### src/rtl/pll_sup_pkg.sv
// Shared state codes and helpers for the PLL lock supervisor.
package pll_sup_pkg;

  typedef enum logic [1:0] {
    ST_PLLRST = 2'd0,
    ST_WAIT   = 2'd1,
    ST_STABLE = 2'd2,
    ST_RUN    = 2'd3
  } state_e;

  // Width of the shared phase counter: enough for the largest count minus one.
  function automatic int cnt_width(input int a, input int b, input int c, input int d);
    int m;
    m = a;
    m = (b > m) ? b : m;
    m = (c > m) ? c : m;
    m = (d > m) ? d : m;
    return (m < 2) ? 1 : $clog2(m);
  endfunction

  function automatic logic [31:0] sat_inc(input logic [31:0] val, input logic [31:0] max_val);
    return (val >= max_val) ? max_val : (val + 32'd1);
  endfunction

endpackage

### src/rtl/pll_lock_supervisor_bit_sync.sv
// Single-bit multi-flop synchronizer with synchronous clear to 0.
module bit_sync #(
  parameter int STAGES = 2
) (
  input  logic clk_i,
  input  logic rst_i,
  input  logic d_i,
  output logic q_o
);

  logic [STAGES-1:0] sync_q;

  // Shift the asynchronous input through the flop chain
  always_ff @(posedge clk_i) begin
    if (rst_i) begin
      sync_q <= '0;
    end else begin
      sync_q <= {sync_q[STAGES-2:0], d_i};
    end
  end

  assign q_o = sync_q[STAGES-1];

endmodule

### src/rtl/pll_lock_supervisor.sv
// PLL reset/lock supervisor producing a held-off downstream reset.
// Optional RUN-state glitch filter: define PLL_SUP_GLITCH_FILTER_EN.
module pll_lock_supervisor
  import pll_sup_pkg::*;
#(
  parameter int SYNC_STAGES    = 2,
  parameter int PLL_RST_CYCLES = 16,
  parameter int LOCK_TIMEOUT   = 65536,
  parameter int STABLE_CYCLES  = 1024,
  parameter int GLITCH_CYCLES  = 4,
  parameter int CNT_W          = 8
) (
  input  logic             clk_i,
  input  logic             rst_i,
  input  logic             pll_locked_i,
  output logic             pll_rst_o,
  output logic             rst_out_o,
  output logic             ready_o,
  output logic [CNT_W-1:0] relock_count_o,
  output logic [CNT_W-1:0] timeout_count_o,
  output logic [1:0]       state_o
);

  localparam int CW = cnt_width(PLL_RST_CYCLES, LOCK_TIMEOUT, STABLE_CYCLES, GLITCH_CYCLES);
  localparam logic [31:0] CNT_MAX = 32'((64'd1 << CNT_W) - 64'd1);

  state_e           state_q, state_d;
  logic [CW-1:0]    cnt_q, cnt_d;
  logic             pll_rst_q, pll_rst_d;
  logic             rst_out_q, rst_out_d;
  logic             ready_q, ready_d;
  logic [CNT_W-1:0] relock_q, relock_d;
  logic [CNT_W-1:0] timeout_q, timeout_d;
  logic             locked_s;
  logic             loss_s;
  logic             tmo_evt_s;
  logic             relock_evt_s;

  bit_sync #(.STAGES(SYNC_STAGES)) u_lock_sync (
    .clk_i (clk_i),
    .rst_i (rst_i),
    .d_i   (pll_locked_i),
    .q_o   (locked_s)
  );

`ifdef PLL_SUP_GLITCH_FILTER_EN
  // In RUN the phase counter doubles as the low-persistence counter.
  assign loss_s = !locked_s && (cnt_q == CW'(GLITCH_CYCLES - 1));
`else
  assign loss_s = !locked_s;
`endif

  // State, phase counter and registered outputs
  always_ff @(posedge clk_i) begin
    if (rst_i) begin
      state_q   <= ST_PLLRST;
      cnt_q     <= '0;
      pll_rst_q <= 1'b1;
      rst_out_q <= 1'b1;
      ready_q   <= 1'b0;
      relock_q  <= '0;
      timeout_q <= '0;
    end else begin
      state_q   <= state_d;
      cnt_q     <= cnt_d;
      pll_rst_q <= pll_rst_d;
      rst_out_q <= rst_out_d;
      ready_q   <= ready_d;
      relock_q  <= relock_d;
      timeout_q <= timeout_d;
    end
  end

  // Next-state and phase-counter logic
  always_comb begin
    state_d      = state_q;
    cnt_d        = cnt_q + CW'(1);
    tmo_evt_s    = 1'b0;
    relock_evt_s = 1'b0;
    case (state_q)
      ST_PLLRST: begin
        if (cnt_q == CW'(PLL_RST_CYCLES - 1)) state_d = ST_WAIT;
        else                                  state_d = ST_PLLRST;
      end
      ST_WAIT: begin
        if (locked_s) begin
          state_d = ST_STABLE;
        end else if (cnt_q == CW'(LOCK_TIMEOUT - 1)) begin
          state_d   = ST_PLLRST;
          tmo_evt_s = 1'b1;
        end else begin
          state_d = ST_WAIT;
        end
      end
      ST_STABLE: begin
        if (!locked_s)                              state_d = ST_WAIT;
        else if (cnt_q == CW'(STABLE_CYCLES - 1))   state_d = ST_RUN;
        else                                        state_d = ST_STABLE;
      end
      ST_RUN: begin
        if (loss_s) begin
          state_d      = ST_PLLRST;
          relock_evt_s = 1'b1;
        end else if (!locked_s) begin
          state_d = ST_RUN;
        end else begin
          state_d = ST_RUN;
          cnt_d   = '0;
        end
      end
      default: begin
        state_d = ST_PLLRST;
      end
    endcase
    if (state_d != state_q) cnt_d = '0;
    else                    cnt_d = cnt_d;
  end

  // Outputs follow the next state so they change on the entering edge
  always_comb begin
    pll_rst_d = (state_d == ST_PLLRST);
    rst_out_d = (state_d != ST_RUN);
    ready_d   = (state_d == ST_RUN);
    if (relock_evt_s) relock_d = CNT_W'(sat_inc(32'(relock_q), CNT_MAX));
    else              relock_d = relock_q;
    if (tmo_evt_s)    timeout_d = CNT_W'(sat_inc(32'(timeout_q), CNT_MAX));
    else              timeout_d = timeout_q;
  end

  assign pll_rst_o       = pll_rst_q;
  assign rst_out_o       = rst_out_q;
  assign ready_o         = ready_q;
  assign relock_count_o  = relock_q;
  assign timeout_count_o = timeout_q;
  assign state_o         = state_q;

endmodule
### config.mk
export PLATFORM = sky130hd
export DESIGN_NAME = pll_lock_supervisor
export DESIGN_NICKNAME = d
export VERILOG_FILES = /design/src/rtl/pll_sup_pkg.sv /design/src/rtl/pll_lock_supervisor_bit_sync.sv /design/src/rtl/pll_lock_supervisor.sv
export SDC_FILE = /design/constraint.sdc
export NUM_CORES = 1
export LEC_CHECK = 0
export CORE_MARGIN = 5
export CORE_UTILIZATION = 25
export CTS_CLUSTER_SIZE = 12
export DETAILED_ROUTE_END_ITERATION = 8
export PLACE_DENSITY = 0.52
export RECOVER_POWER = 100
export SLEW_MARGIN = 15
export SYNTH_ARGS = -nofsm -noshare
export SYNTH_HDL_FRONTEND = slang
export SYNTH_SLANG_ARGS = --single-unit
### constraint.sdc
create_clock -name clk_i -period 5.8 [get_ports clk_i]
set_clock_uncertainty 0.15 [all_clocks]
set_input_delay 1.45 -clock clk_i [delete_from_list [all_inputs] [get_ports clk_i]]
set_output_delay 1.45 -clock clk_i [all_outputs]
set_load 0.03 [all_outputs]
Yosys cells after proc, flatten, opt, wreduce, memory -nomap -nowiden
Cells that the tools add are included.
{"block": "word_totals", "n_memories": 0, "regBits": 39, "out_inout_bits": 21, "rom_bits": 0, "mem_bits_rw": 0, "latch_bits": 0, "inputBits": 3}
{"block": "op_classes", "magnitude_cmp": 2, "n_addsub": 3, "bitwise_logic": 0, "mux": 16, "reduce_logical": 3, "mul": 0, "n_div": 0, "shifts": 0, "eq_ne": 9}
{"cell": "16-bit two-way mux", "count": 2}
{"cell": "16-bit by 1-bit adder with 16-bit output, second input constant", "count": 1}
{"cell": "8-bit by 1-bit adder with 8-bit output, second input constant", "count": 2}
{"cell": "16-bit by 10-bit equality test with 1-bit output, second input constant", "count": 1}
{"cell": "16-bit equality test, second input constant", "count": 1}
{"cell": "16-bit by 4-bit equality test with 1-bit output, second input constant", "count": 1}
{"cell": "8-bit >= comparator, second input constant", "count": 2}
{"cell": "8-bit two-way mux", "count": 2}
{"cell": "1-bit two-way mux", "count": 8}
{"cell": "2-bit one-hot mux with 4 select lines", "count": 1}
{"cell": "2-bit equality test, second input constant", "count": 3}
{"cell": "2-bit two-way mux", "count": 3}
{"cell": "2-bit zero test", "count": 2}
{"cell": "2-bit by 1-bit equality test with 1-bit output, second input constant", "count": 1}
{"cell": "2-bit != test", "count": 1}
{"cell": "2-bit != test, second input constant", "count": 1}
{"cell": "2-bit OR reduction", "count": 1}

Depth between registers and ports, before layout
Gate-level depths: netlist of the first run.
{"block": "logic_depth", "depth_word": 6, "mapped_depth": 7, "ltp_nobuf": 5}

Modules after synthesis
A second synthesis of the first run with hierarchy kept.
{"block": "unflattened", "hier_cells": 201, "hier_area_um2": 1756.7}
{"mod": "pll_lock_supervisor", "n_inst": 1, "cells_each": 197, "area_per_inst_um2": 1704.1}
{"mod": "bit_sync", "n_inst": 1, "cells_each": 4, "area_per_inst_um2": 52.6}

Worst setup path after synthesis of the first run
Ideal clock, no wire load.
{"block": "synth_path", "kind": "input-to-reg", "startpoint": "in rst_i", "endpoint": "reg cnt_q[10]", "arrival_ns": 2.212, "t_required_ns": 5.572, "stages": 5, "slack_ns": 3.360, "path_cell_list": "a21o_1 > a21oi_1 > o21ai_4 > buf_4 > nor3_1"}
{"block": "synth_via", "elab_chain_len": 1}
{"element": "from (decl)", "line": "pll_lock_supervisor.sv:14", "rtl": "input logic rst_i,"}
{"element": "2-bit OR reduction (no line)"}
{"element": "to (signal assigned)", "line": "pll_lock_supervisor.sv:65", "rtl": "cnt_q <= cnt_d;"}
{"element": "to (decl)", "line": "pll_lock_supervisor.sv:28", "rtl": "logic [CW-1:0] cnt_q, cnt_d;"}
Every way passes these cells.
A chain may end at the register's enable or synchronous reset.

Worst setup path in the final report of the first run
{"block": "layout_path", "startpoint": "in rst_i", "endpoint": "reg cnt_q[0]"}
The elaborated chain is that of the path after synthesis.

==> results of run 1 <==
## critical path: cells and delay by family
kind	cells	cell delay, ps
AO/OA/AOI/OAI	3	1000
buffers and inverters	1	840
AND/OR/NAND/NOR	1	460
## power by group
group | total, W | switching [W] | internal [W] | leakage (nW)
combinational | 0.0000104 | 0.00000637 | 0.00000407 | 0.427
sequential | 0.000272 | 0.00000236 | 0.000270 | 0.315
clock | 0.000236 | 0.0000972 | 0.000139 | 0.0612
## worst max-delay path by stage
stage	from	to	slack (ps)	cells past startpoint
6_report	rst_i	cnt_q[0]	2080	5
2_1_floorplan	rst_i	cnt_q[10]	3360	5
5_1_grt	rst_i	cnt_q[0]	1880	5
3_3_place_gp	rst_i	cnt_q[0]	2270	5
4_1_cts	rst_i	cnt_q[0]	2560	5
3_5_place_dp	rst_i	cnt_q[0]	2230	5
## registers in the layout, indices dropped and copies added (netlist names)
name and flops:
cnt_q 16, ready_o 1, timeout_count_o 8, rst_out_o 1
state_o 2, pll_rst_o 1, relock_count_o 8, u_lock_sync.sync_q 2
## synth_stat cells (3+ instances only)
cell type / n
a211oi_1: 5
nor2b_1: 4
nand2_1: 9
dfxtp_1: 39
xor2_1: 5
xnor2_1: 13
nor2_1: 13
o21ai_0: 6
ha_1: 3
and3_1: 9
nor3_1: 25
clkbuf_1: 5
nand3_1: 9
or3_1: 3
a21oi_1: 7
buf_2: 4
nor4_1: 11
inv_1: 4
nand4_1: 9
a31oi_1: 7
a311oi_1: 3
## kinds of logic (layout without fill, tap and decap cells)
kind of cell | Yosys count | after routing
and+or+nand+nor | 106 | 106
DFF | 39 | 39
AOI/OAI and AO/OA | 36 | 36
xor gates and xnor gates | 18 | 18
buffers and inverters | 16 | 36
adders and majority gates | 3 | 3
muxes | 1 | 1
## per-layer routing
metal / routed length (um) / global-route usage
met2: 1970 / 0.145
met1: 2190 / 0.124
met4: 79 / 0.0362
met3: 168 / 0.0280
met5: 0 / 0
## per-stage QoR
| stage | hold WS [ps] | utilization | total power (W) | cells |
|---|---|---|---|---|
| 2_1_floorplan | 264 | - | 0.000286 | 219 |
| 3_3_place_gp | 288 | 0.291 | 0.000290 | 333 |
| 6_report | 301 | 0.305 | 0.000519 | 341 |
| 4_1_cts | 307 | 0.307 | 0.000527 | 341 |
| 5_1_grt | 320 | 0.305 | 0.000537 | 341 |
| 3_5_place_dp | 286 | 0.291 | 0.000290 | 333 |
## layout make-up
type,count,area [sq um]
fillers,821,5290
multi-input cells,164,1040
flip-flops and latches,39,781
repair buffers,24,238
well taps,102,128
clock buffers,6,82.6
clock inverters,2,35.0
inverters,4,15.0
==> reports/results.tsv, run 1 <==
stage	metric	value	unit
drt	vias_per_cell	4.87	
yosys	syn_nets	225	
global_routing	antenna_found_initial	0	
hold_path	hold_depth	1	
cells_and_area	final_common_cell	dfxtp_1	
yosys	synthTopCellsByArea	dfxtp_1 41%, nor3_1 6.5%, xnor2_1 5.9%	
global_routing	grt_pass1_vias	1549	
hold_path	min_to	u_lock_sync.sync_q[1]	
place	place_worst_setup_slack	2230	ps
floorplanning	num_rows	32	
timing	rsz0062_at_grt	false	
timing	worstMarginPinSlew	1840	ps
setup_path	end_kind	flip-flop	
yosys	syn_avg_cell_area	8.75	sq um
setup_path	worstPathRequired	5840	ps
yosys	synth_warnings	0	
cts	numCtsBuffers	5	
setup_path	crit_path_top_delay_cell	dlygate4sd3_1	
drt	drt_wl_total	4.41	mm
global_routing	grt_pass1_wl	7.45	mm
yosys	synthMuxAreaShare	0.00523	
floorplanning	die_w	97.5	um
setup_path	critPathArrivalTime	3760	ps
setup_path	r2r_end	cnt_q[13]	
power	power_per_cell_area	224	mW/mm^2
timing	setup_violations	0	
yosys	ys_ff_latch	39	
drt	drc	0	
setup_path	r2r_start	cnt_q[0]	
place	hpwl	3.07	mm
cts	clockBufferDepth	2	
cells_and_area	area_growth	21.2	%
setup_path	r2r_cells	5	
cts	cts_tree	done	
yosys	synthSimpleGateAreaFrac	0.315	
yosys	seq_area_frac_synth	0.408	
place	dpl_cell_area	0.00222	sq mm
run_status	violations	max-capacitance violations, max-slew violations	
cts	clk_pin_slew_worst_paths	80	ps
cells_and_area	drive_gt1_frac	0.0502	
yosys	synth_top_family_by_area	simple AND/OR/NAND/NOR gates	
floorplanning	initial_utilization	0.252	
yosys	synth_cells	219	
drt	drtIter0Drc	109	
timing	max_freq	269	MHz
hold_path	hp-class	reg -> reg	
cells_and_area	stdcell_area	0.00232	sq mm
timing	final_hold_viol_count	0	
timing	finalMaxSlewViolations	17	
yosys	synth_top_area_frac	0.408	
run	drv_cap	1	
hold_path	min_from	u_lock_sync.sync_q[0]	
setup_path	startpoint_type	input port	
cts	ctsResizeCount	0	
setup_path	path_cells	dlygate4sd3_1 -> a21o_1 -> a21oi_1 -> o21ai_0 -> nor4_1	
cts	cts_root_buffer	clkbuf_8	
global_routing	grt_max_degree	23	
place	io_buffer_count	23	
floorplanning	die_h	97.5	um
drt	dr.pass1.iters	4	
yosys	ys_async_sr_fraction	0	
power	p_leak	0.804	nW
setup_path	critPathKind	in -> reg	
cells_and_area	fin_nets	244	
yosys	synth_compound_area_frac	0.129	
cells_and_area	mostFrequentLayoutCells	39 x dfxtp_1, 25 x nor3_1, 22 x dlygate4sd3_1, 13 x nor2_1, 13 x xnor2_1	
yosys	yosys.area.top_type	dfxtp_1	
yosys	synth-xor-area-share	0.0823	
floorplanning	core_area	0.00761	sq mm
cts	clock_latency	290	ps
yosys	netlist_area	0.00192	sq mm
timing	final.setup.worst_slack	2080	ps
yosys	synth_cell_type_count	42	
floorplanning	dieArea	0.00951	sq mm
cts	post_cts_buffers	0	
place	routabilityCongestion	0.777	
cells_and_area	antenna_cells	0	
yosys	synth_flop_cell	dfxtp_1	
power	ir_drop	73.2	uV
yosys	synth-edff-count	0	
timing	maxSlewHeadroom	-0.240	
drt	postRouteAntennaNets	0	
cts	cts_sinks	39	
timing	finalSetupTns	0	ps
floorplanning	ios	24	
global_routing	grt_usage	0.0943	
run_status	status	complete, but fails checks	
setup_path	critPathMaxFanout	22	
timing	period_minus_slack	3720	ps
global_routing	overflow	0	
cts	postCtsHoldBufs	0	
drt	num_vias	1660	
timing	final.period_utilization	0.641	
cts	htree_levels	2	
setup_path	r2r_slack	2510	ps
setup_path	max_stage_delay	840	ps
yosys	synth_fa_ha_area_frac	0.0196	
drt	routedWlPerCell	12.9	um
Power figures use the tool's default switching activity.
==> inputs of run 2 (changes only) <==
clock period = 3.9 ns   (was 5.8 ns; I/O delays follow)
==> reports/results.tsv, run 2 (synthesized netlist as in run 1, its figures left out) <==
stage	metric	value	unit
run_status	status	completed	
global_routing	grt_pass1_wl	7.68	mm
floorplanning	core_area	0.00761	sq mm
global_routing	grt_max_degree	23	
timing	rsz0062_at_grt	false	
cells_and_area	regMostFlops	cnt_q	
hold_path	hp-class	reg -> reg	
cts	clock_latency	290	ps
timing	maxSlewHeadroom	0.337	
cells_and_area	fin_nets	245	
timing	max_freq	350	MHz
timing	period_minus_slack	2850	ps
drt	num_vias	1687	
cells_and_area	area_growth	20.4	%
cells_and_area	fin_cells	341	
floorplanning	num_rows	32	
run	drv_cap	0	
cells_and_area	final_common_cell	dfxtp_1	
setup_path	r2r_slack	1660	ps
cells_and_area	antenna_cells	0	
global_routing	antenna_found_initial	0	
global_routing	grt_usage	0.0966	
power	ir_drop	114	uV
cts	ctsResizeCount	0	
setup_path	startpoint_type	input port	
setup_path	end_kind	flip-flop	
drt	routedWlPerCell	13.2	um
cts	numCtsBuffers	5	
timing	final.period_utilization	0.732	
global_routing	top_usage_layer	met2	
timing	setup_violations	0	
global_routing	grt_util_met1	0.124	
cells_and_area	drive_gt1_frac	0.0502	
setup_path	critPathKind	in -> reg	
timing	final_hold_viol_count	0	
drt	drt_wl_total	4.51	mm
setup_path	r2r_end	cnt_q[12]	
drt	drc	0	
cts	postCtsHoldBufs	0	
floorplanning	die_w	97.5	um
place	dp_cells	334	
setup_path	r2r_cells	6	
power	p_leak	0.793	nW
cts	cts_tree	done	
cts	cts_sinks	39	
setup_path	r2r_start	cnt_q[0]	
drt	vias_per_cell	4.95	
floorplanning	die_h	97.5	um
power	power_per_cell_area	303	mW/mm^2
cts	post_cts_buffers	0	
global_routing	grtUsageMet3	0.0280	
drt	drtIter0Drc	131	
cells_and_area	largest_reg_flops	16	
place	dpl_cell_area	0.00222	sq mm
timing	finalSetupTns	0	ps
global_routing	met2_usage	0.156	
timing	finalMaxSlewViolations	0	
cts	cts_root_buffer	clkbuf_8	
floorplanning	dieArea	0.00951	sq mm
place	io_buffer_count	23	
setup_path	critPathMaxFanout	22	
setup_path	worstPathRequired	3950	ps
cts	clockBufferDepth	2	
timing	worstMarginPinSlew	994	ps
cts	clk_pin_slew_worst_paths	70	ps
global_routing	overflow	0	
setup_path	critPathArrivalTime	2900	ps
hold_path	min_from	u_lock_sync.sync_q[0]	
drt	postRouteAntennaNets	0	
global_routing	grt_pass1_vias	1598	
place	hpwl	3.16	mm
cts	htree_levels	2	
hold_path	hold_depth	1	
cells_and_area	mostFrequentLayoutCells	39 x dfxtp_1, 25 x nor3_1, 22 x dlygate4sd3_1, 13 x nor2_1, 13 x xnor2_1	
place	routabilityCongestion	0.781	
cells_and_area	stdcell_area	0.00231	sq mm
setup_path	critical_path.endpoint	cnt_q[0]	
floorplanning	initial_utilization	0.252	
setup_path	crit_path_start	rst_i	
drt	dr.pass1.iters	4	
floorplanning	ios	24	
## run 2: changes by cell type in the layout (fill, tap and decap cells not counted), sizes merged
cell | previous run | this run
bufinv | 1 | 0
clkbuf | 6 | 7
## run 2: how the worst min path moves through the flow
stage | endpoint | slack, ps
after CTS | u_lock_sync.sync_q[1] | 310
after floorplan | u_lock_sync.sync_q[1] | 260
after global placement | u_lock_sync.sync_q[1] | 290
after global routing | u_lock_sync.sync_q[1] | 320
final | u_lock_sync.sync_q[1] | 310
after detailed placement | u_lock_sync.sync_q[1] | 290
## run 2: power breakdown
group | internal (W) | switching, W
Clock | 0.000139 | 0.000138
Combinational | 0.00000668 | 0.00000988
Sequential | 0.000402 | 0.00000366
## run 2: worst max-delay path, cell delays in order
cell           delay, ps
dlygate4sd3_1        530
clkbuf_1             410
a21o_1               290
a21oi_1              220
o21ai_4              200
nor4_1               270
## run 2: cell type report
type,count,area [sq um]
clock buffers,6,82.6
clock inverters,1,5.00
fillers,819,5300
inverters,4,15.0
multi-input cells,164,1050
flip-flops and latches,39,781
well taps,102,128
repair buffers,25,241
## run 2: metrics by stage
| stage | setup slack, ps | util | total power [W] | hold WS (ps) |
|---|---|---|---|---|
| floorplan | 1930 | - | 0.000426 | 264 |
| global placement | 1230 | 0.292 | 0.000432 | 291 |
| detailed placement | 1190 | 0.292 | 0.000432 | 293 |
| CTS | 1200 | 0.304 | 0.000711 | 311 |
| global route | 846 | 0.303 | 0.000731 | 322 |
| finish | 1050 | 0.303 | 0.000699 | 311 |
## run 2: per-layer routing
layer	vias up	share of wire
li1	852	-
met1	807	0.49
met2	23	0.46
met3	5	0.034
met4	0	0.014
met5	-	0
==> inputs of run 3 (changes only) <==
clock period = 3 ns   (was 3.9 ns; I/O delays follow)
==> reports/results.tsv, run 3 (synthesized netlist as in run 1, its figures left out) <==
stage	metric	value	unit
drt	routedWlPerCell	12.8	um
global_routing	grt_max_degree	22	
power	power_per_cell_area	430	mW/mm^2
cts	post_cts_buffers	0	
setup_path	r2r_slack	800	ps
hold_path	hp-class	reg -> reg	
cts	numCtsBuffers	5	
hold_path	min_to	u_lock_sync.sync_q[1]	
drt	postRouteAntennaNets	0	
cells_and_area	fin_nets	245	
setup_path	r2r_start	cnt_q[0]	
drt	drt_wl_total	4.39	mm
floorplanning	die_h	97.5	um
drt	drc	0	
floorplanning	die_w	97.5	um
cells_and_area	fin_cells	342	
place	io_buffer_count	23	
setup_path	r2r_end	cnt_q[3]	
place	routabilityCongestion	0.786	
timing	period_minus_slack	2510	ps
place	dp_cells	334	
hold_path	min_from	u_lock_sync.sync_q[0]	
setup_path	crit_family	buffers and inverters	
floorplanning	initial_utilization	0.252	
floorplanning	core_area	0.00761	sq mm
setup_path	worstPathRequired	2100	ps
cts	cts_tree	done	
setup_path	path_cells	dlygate4sd3_1	
drt	num_vias	1681	
cts	ctsResizeCount	0	
timing	final.period_utilization	0.838	
setup_path	end_kind	primary output	
drt	dr.pass1.iters	4	
global_routing	antenna_found_initial	0	
timing	setup_violations	0	
setup_path	critPathMaxFanout	10	
floorplanning	dieArea	0.00951	sq mm
setup_path	max_stage_delay	800	ps
cells_and_area	area_growth	22.0	%
timing	rsz0062_at_grt	false	
hold_path	hold_depth	1	
drt	drtIter0Drc	114	
global_routing	overflow	0	
cts	clockBufferDepth	2	
drt	vias_per_cell	4.92	
setup_path	startpoint_type	flip-flop	
cts	cts_sinks	39	
timing	final_hold_viol_count	0	
run	drv_cap	0	
power	fin_total_pwr	0.00100	W
power	p_leak	0.807	nW
cts	postCtsHoldBufs	0	
setup_path	critPathBufInv	1	
global_routing	grt_usage	0.0935	
cells_and_area	drive_gt1_frac	0.0542	
setup_path	critPathKind	reg -> out	
cells_and_area	largest_reg_flops	16	
timing	worstMarginPinSlew	972	ps
cells_and_area	final_common_cell	dfxtp_1	
cells_and_area	mostFrequentLayoutCells	39 x dfxtp_1, 25 x nor3_1, 22 x dlygate4sd3_1, 13 x nor2_1, 13 x xnor2_1	
timing	finalSetupTns	0	ps
setup_path	critPathArrivalTime	1610	ps
cts	clock_latency	290	ps
cts	cts_root_buffer	clkbuf_8	
place	hpwl	3.09	mm
floorplanning	num_rows	32	
cts	clk_pin_slew_worst_paths	80	ps
global_routing	grt_pass1_wl	7.46	mm
cells_and_area	regMostFlops	cnt_q	
cells_and_area	finalCoreUtilization	0.307	
timing	maxSlewHeadroom	0.352	
timing	max_freq	398	MHz
setup_path	r2r_cells	5	
timing	finalMaxSlewViolations	0	
global_routing	grt_pass1_vias	1590	
floorplanning	ios	24	
run_status	status	completed	
power	ir_drop	139	uV
cts	htree_levels	2	
cells_and_area	antenna_cells	0	
setup_path	crit_path_top_delay_cell	dlygate4sd3_1	
[run 3: cell count changes in the layout (fill, tap and decap cells not counted)]
cell,change
bufinv_16,+1
[run 3: layer usage]
metal  track usage  share of wire  vias to the layer above
met1         0.112           0.49                      788
met3        0.0273          0.043                        5
met2         0.156           0.45                       30
met5             0              0                        -
met4        0.0383          0.018                        0
li1              -              -                      858
[run 3: worst max path at each step]
stage,start,end,slack (ps),depth (start not counted)
floorplan,state_o[0],timeout_count_o[5],1030,5
finish,state_o[0],state_o[0],490,1
detailed placement,rst_i,cnt_q[0],720,5
global route,state_o[1],state_o[1],430,1
CTS,state_o[0],state_o[0],520,1
global placement,rst_i,cnt_q[0],750,5
[run 3: power by group]
| part | internal, W | total [W] | switching, W | leakage (nW) |
|---|---|---|---|---|
| Sequential | 0.000522 | 0.000527 | 0.00000482 | 0.315 |
| Clock | 0.000269 | 0.000457 | 0.000188 | 0.0612 |
| Combinational | 0.00000863 | 0.0000214 | 0.0000128 | 0.430 |
| Total | 0.000800 | 0.00100 | 0.000205 | 0.807 |
[run 3: final cells by class]
| cell class | instances | area (sq um) |
|---|---|---|
| fillers | 812 | 5270 |
| multi-input cells | 164 | 1050 |
| flip-flops and latches | 39 | 781 |
| repair buffers | 25 | 241 |
| well taps | 102 | 128 |
| clock buffers | 6 | 82.6 |
| clock inverters | 2 | 35.0 |
| inverters | 4 | 15.0 |
[run 3: metrics by stage]
stage,setup WS (ps),hold WS [ps],instance area [sq um]
3_5_place_dp,718,272,2220
5_1_grt,429,336,2340
2_1_floorplan,1030,264,1920
6_report,486,306,2340
4_1_cts,520,309,2340
3_3_place_gp,750,299,2220
